`src/rtl/vga_linear_fetch.sv`:
```
// Linear 320x200x256 pixel fetch/serialiser: one 16-bit word per 4 clocks, pixels doubled in x and y.
// Optional macro VGA_LINEAR_START_ADDR_EN adds a start_addr word offset to every fetch address.
module vga_linear_fetch #(
  parameter int DATA_LAT = 2
) (
  input  logic        clk,
  input  logic        rst,
  output logic [16:0] csr_adr_o,
  input  logic [15:0] csr_dat_i,
  output logic        csr_stb_o,
  input  logic [9:0]  h_count,
  input  logic [9:0]  v_count,
  input  logic        horiz_sync_i,
  input  logic        video_on_h_i,
`ifdef VGA_LINEAR_START_ADDR_EN
  input  logic [16:0] start_addr,
`endif
  output logic        video_on_h_o,
  output logic        horiz_sync_o,
  output logic [7:0]  color
);

  localparam int LAT = DATA_LAT + 3;

  logic [7:0]  row;
  logic [16:0] row_base;
  logic [16:0] word_index;
  logic [16:0] addr_next;
  logic        fetch_req;
  logic        unused_bits;

  // y*160 as y*128 + y*32; worst case 255*160+255 still fits in 17 bits.
  assign row        = v_count[8:1];
  assign row_base   = {2'b00, row, 7'b0000000} + {4'b0000, row, 5'b00000};
  assign word_index = row_base + {9'b0, h_count[9:2]};
`ifdef VGA_LINEAR_START_ADDR_EN
  assign addr_next  = word_index + start_addr;
`else
  assign addr_next  = word_index;
`endif
  assign fetch_req   = video_on_h_i && (h_count[1:0] == 2'b00);
  assign unused_bits = ^{v_count[9], v_count[0], h_count[0]};

  always_ff @(posedge clk) begin
    if (rst) begin
      csr_stb_o <= 1'b0;
      csr_adr_o <= 17'd0;
    end else begin
      csr_stb_o <= fetch_req;
      if (fetch_req) begin
        csr_adr_o <= addr_next;
      end
    end
  end

  // Strobe delayed by DATA_LAT marks the cycle in which the slave's data is valid.
  logic [DATA_LAT-1:0] stb_dly_reg;
  logic [15:0]         word_reg;

  genvar gi;
  generate
    for (gi = 0; gi < DATA_LAT; gi++) begin : g_stb_dly
      always_ff @(posedge clk) begin
        if (rst) begin
          stb_dly_reg[gi] <= 1'b0;
        end else if (gi == 0) begin
          stb_dly_reg[gi] <= csr_stb_o;
        end else begin
          stb_dly_reg[gi] <= stb_dly_reg[(gi == 0) ? 0 : gi - 1];
        end
      end
    end
  endgenerate

  always_ff @(posedge clk) begin
    if (rst) begin
      word_reg <= 16'd0;
    end else if (stb_dly_reg[DATA_LAT-1]) begin
      word_reg <= csr_dat_i;
    end
  end

  // Timing side-band: enable, sync and byte select ride alongside the fetch.
  logic [LAT-1:0] von_pipe_reg;
  logic [LAT-1:0] hs_pipe_reg;
  logic [LAT-2:0] sel_pipe_reg;

  generate
    for (gi = 0; gi < LAT; gi++) begin : g_timing_pipe
      always_ff @(posedge clk) begin
        if (rst) begin
          von_pipe_reg[gi] <= 1'b0;
          hs_pipe_reg[gi]  <= 1'b1;
        end else if (gi == 0) begin
          von_pipe_reg[gi] <= video_on_h_i;
          hs_pipe_reg[gi]  <= horiz_sync_i;
        end else begin
          von_pipe_reg[gi] <= von_pipe_reg[(gi == 0) ? 0 : gi - 1];
          hs_pipe_reg[gi]  <= hs_pipe_reg[(gi == 0) ? 0 : gi - 1];
        end
      end
    end

    for (gi = 0; gi < LAT - 1; gi++) begin : g_sel_pipe
      always_ff @(posedge clk) begin
        if (rst) begin
          sel_pipe_reg[gi] <= 1'b0;
        end else if (gi == 0) begin
          sel_pipe_reg[gi] <= h_count[1];
        end else begin
          sel_pipe_reg[gi] <= sel_pipe_reg[(gi == 0) ? 0 : gi - 1];
        end
      end
    end
  endgenerate

  logic [7:0] color_next;

  always_comb begin
    color_next = 8'd0;
    if (von_pipe_reg[LAT-2]) begin
      color_next = sel_pipe_reg[LAT-2] ? word_reg[15:8] : word_reg[7:0];
    end
  end

  always_ff @(posedge clk) begin
    if (rst) begin
      color <= 8'd0;
    end else begin
      color <= color_next;
    end
  end

  assign video_on_h_o = von_pipe_reg[LAT-1];
  assign horiz_sync_o = hs_pipe_reg[LAT-1];

endmodule

```
`config.mk`:
```
export PLATFORM = sky130hd
export DESIGN_NAME = vga_linear_fetch
export DESIGN_NICKNAME = d
export VERILOG_FILES = /design/src/rtl/vga_linear_fetch.sv
export SDC_FILE = /design/constraint.sdc
export NUM_CORES = 1
export LEC_CHECK = 0
export BUFFER_PORTS_ARGS = -buffer_cell sky130_fd_sc_hd__buf_2
export CAP_MARGIN = 20
export CORE_ASPECT_RATIO = 0.9
export CORE_MARGIN = 2
export CORE_UTILIZATION = 30
export CTS_BUF_LIST = sky130_fd_sc_hd__clkbuf_8 sky130_fd_sc_hd__clkbuf_16
export DETAILED_ROUTE_END_ITERATION = 10
export HOLD_SLACK_MARGIN = 0.08
export PLACE_DENSITY = 0.62
export SYNTH_ARGS = -nofsm -noshare
export SYNTH_HDL_FRONTEND = slang
export SYNTH_SLANG_ARGS = --single-unit
```
`constraint.sdc`:
```
create_clock -name clk -period 5.2 [get_ports clk]
set_input_delay 1.56 -clock clk [delete_from_list [all_inputs] [get_ports clk]]
set_output_delay 1.56 -clock clk [all_outputs]
set_load 0.1 [all_outputs]
```
==> impl_results.md, run 1 <==
- Peak Freq: slightly below 0.3 GHz
- Power Density: about 350 nW/um^2
- Worst hold start: hs_pipe_reg[2]$_SDFF_PP1_
- Wire length of the first global-routing pass: 8.29 mm
- Site Rows: 30
- Max FO, Critical Path: 4
- Clock-pin slew on the worst setup and hold paths: 0.07 ns
- Drt total wl: slightly below 5 mm
- Nets in the synthesized netlist: between 200 and 300
- Chip width: 98.2 um
- Clock root buffer: clkbuf_8
- Yosys warnings: 0
- RSZ-0062 raised after global routing: false
- Post-cts sizing count: 0
- Crit path time final: 3.46 ns
- Vias: ~1900
- WHS: a little over 0.4 ns
- Setup Skew: approximately 0.0047 ns
- Library cells used by synthesis: 37
- Wirelength per Cell: ~12 um
- Cell count after synthesis: roughly 240
- Register area share after synthesis: between 40 and 50%
- Initial core utilization: between 30 and 40%
- Static leakage: 1.29 nW
- Grt peak-use layer: met2
- Chip Height: a little under 90 um
- WP data arrival: around 3.7 ns
- Input/output buffers: 64
- Antenna cells: 0
- Final RePlAce weighted congestion: about 0.83
- Vias in the first global route: between 1500 and 2000
- Reg2reg setup slack: roughly 3.8 ns
- Worst-Skew Late Latency: roughly 0.33 ns
- HP Class: reg -> reg
- Status: complete, no violations
- Routed Antenna Nets: 0
- Drt pass-1 iters: 4
- M3 GR Usage: under 10%
- Mean Syn Cell Area: between 9 and 10 um^2
- Final setup vio count: 0
- DRT iter0 DRCs: 70
- Global-route usage over all layers: 12.2%
- Core area: 7660 um^2
- Post-CTS setup buffers: 0
- Worst reg2reg path endpoint: word_reg[0]$_SDFFE_PP0P_
- Ratio of cells with drive above 1 in the final layout: between 20% and 30%
- R2r startpoint: stb_dly_reg[1]$_SDFF_PP0_
- Grt met1 use: 15.4%
- WP data required: roughly 5.5 ns
- Most common cell after layout, fill and taps aside: buf_2
- Clock Sink Count: between 50 and 60
- Worst setup EP type: register
- VDD IR-drop max: 0.000146 V
- Reg2Reg Depth: 2
- Register bit total from synthesis: 57
- Total gr overflow: 0
- Terminating pin of the worst hold path: hs_pipe_reg[3]$_SDFF_PP1_
- WHS Path Cells: 1
- Critical path class: in -> reg
- P&R area growth vs syn: 25.2%
- Total Power: 1.06 mW
- Post-placement cell area: approximately 2800 um^2
- Final nets: between 300 and 400
- DR vias/cell: roughly 4.6
- Actual slew at the worst max-slew pin: around 0.99 ns
- Post-Syn Area: 2390 um^2
- Most frequent cells in the layout: buf_2, dfxtp_1, nor2_1
- Met2 GRT Util: roughly a fifth
- IO Pins: 68
- Final hold violations: 0
- Largest net degree at the start of global routing: 50
- Final Cell Area: 3000 um^2
- Residual DRC count: 0
- Die ar.: between 8000 and 9000 um^2
- Max-cap violations: 0
- H-tree levels: 3
- Final HPWL DP: 3.39 mm
- Crit share post-route: 66.6%
- Final core occ: around two fifths
- Initial antenna violation count: 0
- CTS tree: yes
- Worst slew margin: between 30 and 40%
- CTS Buffer Depth: 2
- Hold_buf cts: 0
- TritonCTS Buffers: 9
- Slew Limit Fails: 0
- Critical Path Source Type: primary input
- Setup TNS: 0 ns
## cell families (layout without fill, tap and decap cells)
family,after synthesis,after routing,synth area share [%]
AO/OA/AOI/OAI,42,42,11.7
XOR/XNOR,1,1,0.366
adder cells (fa/ha/maj),17,17,9.51
buffers and inverters,20,89,3.87
flip-flops,57,57,47.6
multiplexers,24,24,10.0
other,1,1,0.157
AND/OR/NAND/NOR,79,79,16.8
## per-stage QoR
step | worst slack, ns | std cells
after floorplan | 1.62 | 241
after global placement | 1.41 | 390
after detailed placement | 1.41 | 390
after CTS | 1.77 | 406
after global routing | 1.62 | 406
final | 1.74 | 406
## Yosys cell counts
library cell	number	area share, %
or3b_4	1	0.47
a211o_1	5	1.8
nor4b_2	2	1.3
and3_1	1	0.26
ha_1	15	7.8
or2_2	5	1.3
nor3b_2	1	0.52
a221oi_1	1	0.37
xnor2_1	1	0.37
nand3_1	4	0.84
nor2_1	27	4.2
o21a_1	4	1.3
a211oi_1	6	1.9
conb_1	1	0.16
mux2i_1	24	10
a31oi_1	2	0.52
clkbuf_1	4	0.63
and2_1	1	0.26
nand3b_1	1	0.31
o21ai_0	4	0.84
nor3_1	2	0.42
buf_2	5	1.0
nor2b_1	11	2.9
nand2_1	19	3.0
dfxtp_1	57	48
inv_1	8	1.3
a21oi_1	13	2.7
o311ai_0	1	0.37
a21o_1	2	0.63
or3_1	4	1.0
buf_4	1	0.31
o2111ai_1	1	0.37
o22ai_1	1	0.26
o211ai_1	2	0.63
buf_6	1	0.47
fa_1	2	1.7
buf_1	1	0.16
## worst max path at each step
stage | startpoint | to
3_5_place_dp | h_count[9] | csr_adr_o[12]$_SDFFE_PP0P_
6_report | v_count[1] | csr_adr_o[12]$_SDFFE_PP0P_
4_1_cts | h_count[9] | csr_adr_o[12]$_SDFFE_PP0P_
2_1_floorplan | h_count[9] | csr_adr_o[14]$_SDFFE_PP0P_
3_3_place_gp | h_count[9] | csr_adr_o[12]$_SDFFE_PP0P_
5_1_grt | h_count[9] | csr_adr_o[12]$_SDFFE_PP0P_
## critical path, stage by stage
cell       delay, ns
buf_2           0.10
inv_1           0.05
fa_1            0.49
inv_1           0.06
fa_1            0.48
a211o_1         0.38
a211oi_1        0.31
o2111ai_1       0.15
nand3b_1        0.14
## layout make-up
cell class,instances,area (um^2)
Clock inverter,7,95.1
Clock buffer,9,124
Multi-Input combinational cell,164,1160
Tap cell,96,120
Inverter,8,30.0
Fill cell,787,4660
Sequential cell,57,1140
Timing Repair Buffer,65,328
## power by group
group	leakage, nW	internal, mW	total, mW	switching (mW)
registers	0.462	0.446	0.451	0.00453
clock network	0.109	0.269	0.455	0.185
logic	0.719	0.0509	0.155	0.104
## metal layers
layer | wire length (um) | part of all wire, %
met3 | 354 | 7.2
met4 | 58 | 1.2
met5 | 0 | 0
met1 | 2390 | 48
met2 | 2140 | 43
No activity file was read; power rests on OpenSTA's default activity.
==> inputs of run 2 (changes only) <==
- clock period: 5.2 -> 3.4 ns (I/O delays scaled with it)
==> run 2 against run 1 <==
  * Die area stayed put
  * Worst hold slack worse by 0.0019 ns
  * Combinational power is 52% higher
  * Setup slack worse by 1.3 ns
  * Sequential power is 53% higher
  * Clock skew is 0.0019 ns higher
  * First-iteration DRC count is 14% lower
  * Via count is 2.2% lower
  * Clock power is 58% higher
  * Critical path type unchanged
==> impl_results.md, run 2 (synthesized netlist as in run 1, its figures left out) <==
- Status: complete, no violations
- Ratio of cells with drive above 1 in the final layout: 29.3% (+0.23 points)
- Cell internal pwr: 1.18 mW (+54%)
- Largest net degree at the start of global routing: 27 (-46%)
- Residual DRC count: 0 (unchanged)
- Peak Freq: between 0.3 and 0.4 GHz
- Worst-Skew Late Latency: 0.34 ns (about the same)
- WP data required: 3.63 ns (-1.84 ns)
- Worst slew margin: 38.7% (+5.0 points)
- Wire length of the first global-routing pass: 8.30 mm (+0.17%)
- Max FO, Critical Path: 4 (unchanged)
- Slew Limit Fails: 0 (unchanged)
- Crit share post-route: between 80 and 90%
- Power Density: 546 nW/um^2 (+54%)
- Post-CTS setup buffers: 0 (unchanged)
- Clock Sink Count: 57 (unchanged)
- IO Pins: 68 (unchanged)
- Register area: 1140 um^2 (unchanged)
- Filler Cells Inserted: 781 (-0.76%)
- Final HPWL DP: 3.46 mm (+2.2%)
- H-tree levels: 3 (unchanged)
- Clock-pin slew on the worst setup and hold paths: 0.08 ns (about the same)
- HP Class: reg -> reg
- Wirelength per Cell: 12.2 um (+0.34%)
- Crit-path cells: buf_2, inv_1, fa_1, inv_1, fa_1, a211o_1, a211oi_1, nor3_1, nand3b_1
- Power share of the combinational group: 14.4% (-0.2 points)
- VDD IR-drop max: 0.000286 V (+95%)
- TritonCTS Buffers: 9 (unchanged)
- Post-cts sizing count: 0 (unchanged)
- Most common cell after layout, fill and taps aside: buf_2
- Final core occ: 39.4% (+0.20 points)
- Vias in the first global route: 1776 (+0.28%)
- Post-placement cell count: 391 (+0.26%)
- Total gr overflow: 0 (unchanged)
- Critical path class: in -> reg
- Crit path time final: roughly 2.9 ns
- Setup WS pre-CTS: 0.114 ns (-1.30 ns)
- Drt total wl: 4.97 mm (+0.59%)
- Global-route usage over all layers: 12.2% (about the same)
- Post-placement cell area: 2790 um^2 (+0.27%)
- Clock power frac: 43.7% (+0.8 points)
- Final Cell Area: 3010 um^2 (+0.50%)
- DRT iter0 DRCs: 60 (-14%)
- Sw Share: 28.3% (+0.59 points)
- Part of the power in registers: 41.9% (-0.6 points)
- Actual slew at the worst max-slew pin: 0.918 ns (-0.0716 ns)
- Footprint of the multi-input gates: 1160 um^2 (unchanged)
- Final nets: 363 (+0.28%)
- Switching pwr: 466 uW (+58%)
- Worst setup EP type: register
- Final setup vio count: 0 (unchanged)
- RSZ-0062 raised after global routing: false
- Setup TNS: 0 ns (unchanged)
- WP data arrival: 3.17 ns (-0.56 ns)
- Hold_buf cts: 0 (unchanged)
- Initial antenna violation count: 0 (unchanged)
- Final RePlAce weighted congestion: 0.856 (+3.2%)
- Setup Skew: 0.00662 ns (+0.00191 ns)
- P&R area growth vs syn: 25.9%
- Vias: 1830 (-2.2%)
- Total Power: 1.64 mW (+55%)
- CTS Buffer Depth: 2 (unchanged)
- Input/output buffers: 64 (unchanged)
- Antenna cells: 0 (unchanged)
- Chip Height: 88.8 um (unchanged)
- Static leakage: 1.30 nW (+0.48%)
- CP max stage delay: 0.53 ns (+0.04 ns)
- WHS: 0.409 ns (-0.00185 ns)
- DR vias/cell: 4.50 (-2.5%)
- Final hold violations: 0 (unchanged)
- Die ar.: 8710 um^2 (unchanged)
- Max-cap violations: 0 (unchanged)
- Critical Path Source Type: primary input
- Post-route setup slack: 0.459 ns (-1.28 ns)
- Worst path slowest cell: fa_1
- Drt pass-1 iters: 4 (unchanged)
- Core area: 7660 um^2 (unchanged)
- Most frequent cells in the layout: buf_2, dfxtp_1, nor2_1
- Site Rows: 30 (unchanged)
- Clock root buffer: clkbuf_8
- Initial core utilization: 31.3% (unchanged)
- Routed Antenna Nets: 0 (unchanged)
- Chip width: 98.2 um (unchanged)
- Final non-filler cell total: 407 (+0.25%)
- CTS tree: yes
## run 2: changes by cell type in the layout (fill, tap and decap cells not counted), sizes merged
cell and change:
clkinv -1, inv +1, buf +1
## run 2: path summary, 6_finish.rpt
kind	startpoint	endpoint	slack, ns	depth (start not counted)
max reg2reg	stb_dly_reg[1]$_SDFF_PP0_	word_reg[5]$_SDFFE_PP0P_	2.03	2
min reg2reg	hs_pipe_reg[3]$_SDFF_PP1_	horiz_sync_o$_SDFF_PP1_	0.41	1
max	h_count[9]	csr_adr_o[12]$_SDFFE_PP0P_	0.46	9
min	hs_pipe_reg[3]$_SDFF_PP1_	horiz_sync_o$_SDFF_PP1_	0.41	1
## run 2: area by class of cell
type | count | area share [%]
clock buffers | 9 | 4.11
clock inverters | 7 | 3.40
inverters | 8 | 0.996
multi-input cells | 164 | 38.5
flip-flops and latches | 57 | 37.9
well taps | 96 | 3.99
repair buffers | 66 | 11.1
## run 2: power groups by stage
| stage | registers, mW | clock network, mW | logic (mW) |
|---|---|---|---|
| floorplan | 0.766 | 0 | 0.118 |
| global placement | 0.705 | 0 | 0.234 |
| detailed placement | 0.705 | 0 | 0.236 |
| CTS | 0.690 | 0.746 | 0.237 |
| global route | 0.691 | 0.777 | 0.260 |
| finish | 0.689 | 0.719 | 0.236 |
## run 2: worst max-delay path, delay by kind of cell
family | cells | cell delay [ns]
AOI/OAI and AO/OA | 2 | 0.71
adders and majority gates | 2 | 1.01
buffers and inverters | 3 | 0.18
and+or+nand+nor | 2 | 0.23
## run 2: metal layers
layer	track usage [%]	wire length, um	vias to the layer above	part of all wire (%)
met5	0	0	-	0
met1	15.7	2430	808	49
met2	19.1	2160	53	43
met4	5.23	71	0	1.4
met3	3.95	304	8	6.1
li1	-	-	961	-
==> inputs of run 3 (changes only) <==
- CORE_ASPECT_RATIO: 0.9 -> not set
==> run 3 against run 2 <==
  * Worst hold slack worse by 0.0049 ns
  * First-iteration DRC count down 8.3%
  * Register-to-register slack about the same
  * Largest cell class unchanged
  * Highest routed layer unchanged
  * Sequential power about the same
  * Combinational power about the same
  * Sequential cell count unchanged
  * Via count up 1.5%
  * Routed wire length down 1.5%
  * Clock power down 11%
  * Sequential share of layout area up 0.14 points
==> impl_results.md, run 3 (synthesized netlist as in run 1, its figures left out) <==
- Post-cts sizing count: 0 (unchanged)
- VDD IR-drop max: 0.000160 V (-44%)
- Final setup vio count: 0 (unchanged)
- Input/output buffers: 64 (unchanged)
- Critical Path Source Type: primary input
- Clock-pin slew on the worst setup and hold paths: 0.06 ns (-0.02 ns)
- Worst setup EP type: register
- Reg2Reg Depth: 2 (unchanged)
- Reg2reg setup slack: 2.02 ns (about the same)
- Initial antenna violation count: 0 (unchanged)
- Global-route usage over all layers: 11.8% (-0.42 points)
- Met2 GRT Util: 18.9% (-0.17 points)
- P&R area growth vs syn: 25.4%
- Post-CTS setup buffers: 0 (unchanged)
- Site Rows: 32 (+6.7%)
- Initial core utilization: 31.0% (-0.28 points)
- Most common cell after layout, fill and taps aside: buf_2
- Setup Skew: 0.00345 ns (-0.00317 ns)
- Vias in the first global route: 1744 (-1.8%)
- Post-route setup slack: 0.491 ns (+0.0319 ns)
- TritonCTS Buffers: 9 (unchanged)
- Chip Height: 93.3 um (+5.2%)
- Hold_buf cts: 0 (unchanged)
- Most frequent cells in the layout: buf_2, dfxtp_1, nor2_1
- Worst reg2reg path endpoint: word_reg[13]$_SDFFE_PP0P_
- Clock Sink Count: 57 (unchanged)
- Die ar.: 8710 um^2 (about the same)
- Slew Limit Fails: 0 (unchanged)
- Final HPWL DP: 3.58 mm (+3.4%)
- Max-cap violations: 0 (unchanged)
- Final RePlAce weighted congestion: 0.822 (-4.0%)
- Crit path time final: 2.91 ns (-0.0319 ns)
- Vias: 1857 (+1.5%)
- H-tree levels: 3 (unchanged)
- Crit share post-route: 85.6% (-0.94 points)
- Critical path class: in -> reg
- Antenna cells: 0 (unchanged)
- Core area: 7730 um^2 (+0.92%)
- Wirelength per Cell: 11.8 um (-2.9%)
- DR vias/cell: 4.50 (about the same)
- HP Class: reg -> reg
- Final Cell Area: 3000 um^2 (-0.37%)
- WP data required: 3.61 ns (-0.02 ns)
- Power Density: 522 nW/um^2 (-4.3%)
- Total gr overflow: 0 (unchanged)
- Final nets: 363 (unchanged)
- Clock root buffer: clkbuf_8
- Chip width: 93.3 um (-4.9%)
- IO Pins: 68 (unchanged)
- CTS Buffer Depth: 2 (unchanged)
- Worst hold start: hs_pipe_reg[2]$_SDFF_PP1_
- Status: complete, no violations
- Drt total wl: 4.89 mm (-1.5%)
- Final hold violations: 0 (unchanged)
- Wire length of the first global-routing pass: 7.91 mm (-4.7%)
- Terminating pin of the worst hold path: hs_pipe_reg[3]$_SDFF_PP1_
- Ratio of cells with drive above 1 in the final layout: 28.6% (-0.64 points)
- Peak Freq: 0.344 GHz (+1.1%)
- Grt met1 use: 14.2% (-1.5 points)
- M3 GR Usage: 3.06% (-0.89 points)
- Residual DRC count: 0 (unchanged)
- WP data arrival: 3.12 ns (-0.05 ns)
- Setup TNS: 0 ns (unchanged)
- Worst-Skew Late Latency: 0.33 ns (about the same)
- WHS Path Cells: 1 (unchanged)
- Filler Cells Inserted: 792 (+1.4%)
- Grt peak-use layer: met2
- CTS tree: yes
- Drt pass-1 iters: 4 (unchanged)
- Largest net degree at the start of global routing: 38 (+41%)
- RSZ-0062 raised after global routing: false
- Actual slew at the worst max-slew pin: 0.924 ns (+0.00555 ns)
- Routed Antenna Nets: 0 (unchanged)
- Static leakage: 1.30 nW (+0.38%)
- Max FO, Critical Path: 4 (unchanged)
- Setup WS pre-CTS: 0.149 ns (+0.0351 ns)
- Post-placement cell area: 2800 um^2 (+0.27%)
- DRT iter0 DRCs: 55 (-8.3%)
- R2r startpoint: stb_dly_reg[1]$_SDFF_PP0_
- Worst slew margin: 38.3% (-0.37 points)
## run 3: power breakdown
part / internal (mW) / switching, mW
Clock: 0.392 / 0.249
Sequential: 0.683 / 0.00721
Combinational: 0.0784 / 0.159
## run 3: critical path, stage by stage
cell and delay, ns:
buf_2 0.07, inv_1 0.04, fa_1 0.53, inv_1 0.07
fa_1 0.48, a211o_1 0.38, a211oi_1 0.29, nor3_1 0.08
nand3b_1 0.15
## run 3: worst max-delay path by stage
stage                          start                         end  slack (ns)  cells past startpoint
after CTS                 h_count[9]  csr_adr_o[12]$_SDFFE_PP0P_        0.51                      9
after detailed placement  h_count[9]  csr_adr_o[12]$_SDFFE_PP0P_        0.15                      9
after floorplan           h_count[9]  csr_adr_o[14]$_SDFFE_PP0P_        0.36                      8
final                     h_count[9]  csr_adr_o[12]$_SDFFE_PP0P_        0.49                      9
after global routing      v_count[1]  csr_adr_o[12]$_SDFFE_PP0P_        0.34                      9
after global placement    h_count[9]  csr_adr_o[12]$_SDFFE_PP0P_        0.18                      9
## run 3: metrics by stage
step	std cells	hold WS, ns	utilization, %	power, mW
floorplan	241	0.389	-	0.884
global placement	397	0.391	36.2	0.942
detailed placement	397	0.396	36.2	0.942
CTS	413	0.404	38.9	1.60
global route	413	0.411	38.9	1.65
finish	413	0.404	38.9	1.57
## run 3: per-layer routing
metal  vias up  wire [um]
li1        962          -
met1       828       2220
met2        55       2250
met3        12        315
met4         0        106
met5         -          0
## run 3: layout make-up
| class | instances | area (um^2) | area share [%] |
|---|---|---|---|
| sequential | 57 | 1140 | 38.0 |
| tap | 102 | 128 | 4.25 |
| clock inverter | 4 | 42.5 | 1.42 |
| multi-input combinational | 164 | 1160 | 38.7 |
| timing repair buffer | 66 | 335 | 11.2 |
| inverter | 8 | 30.0 | 1.00 |
| clock buffer | 12 | 165 | 5.50 |
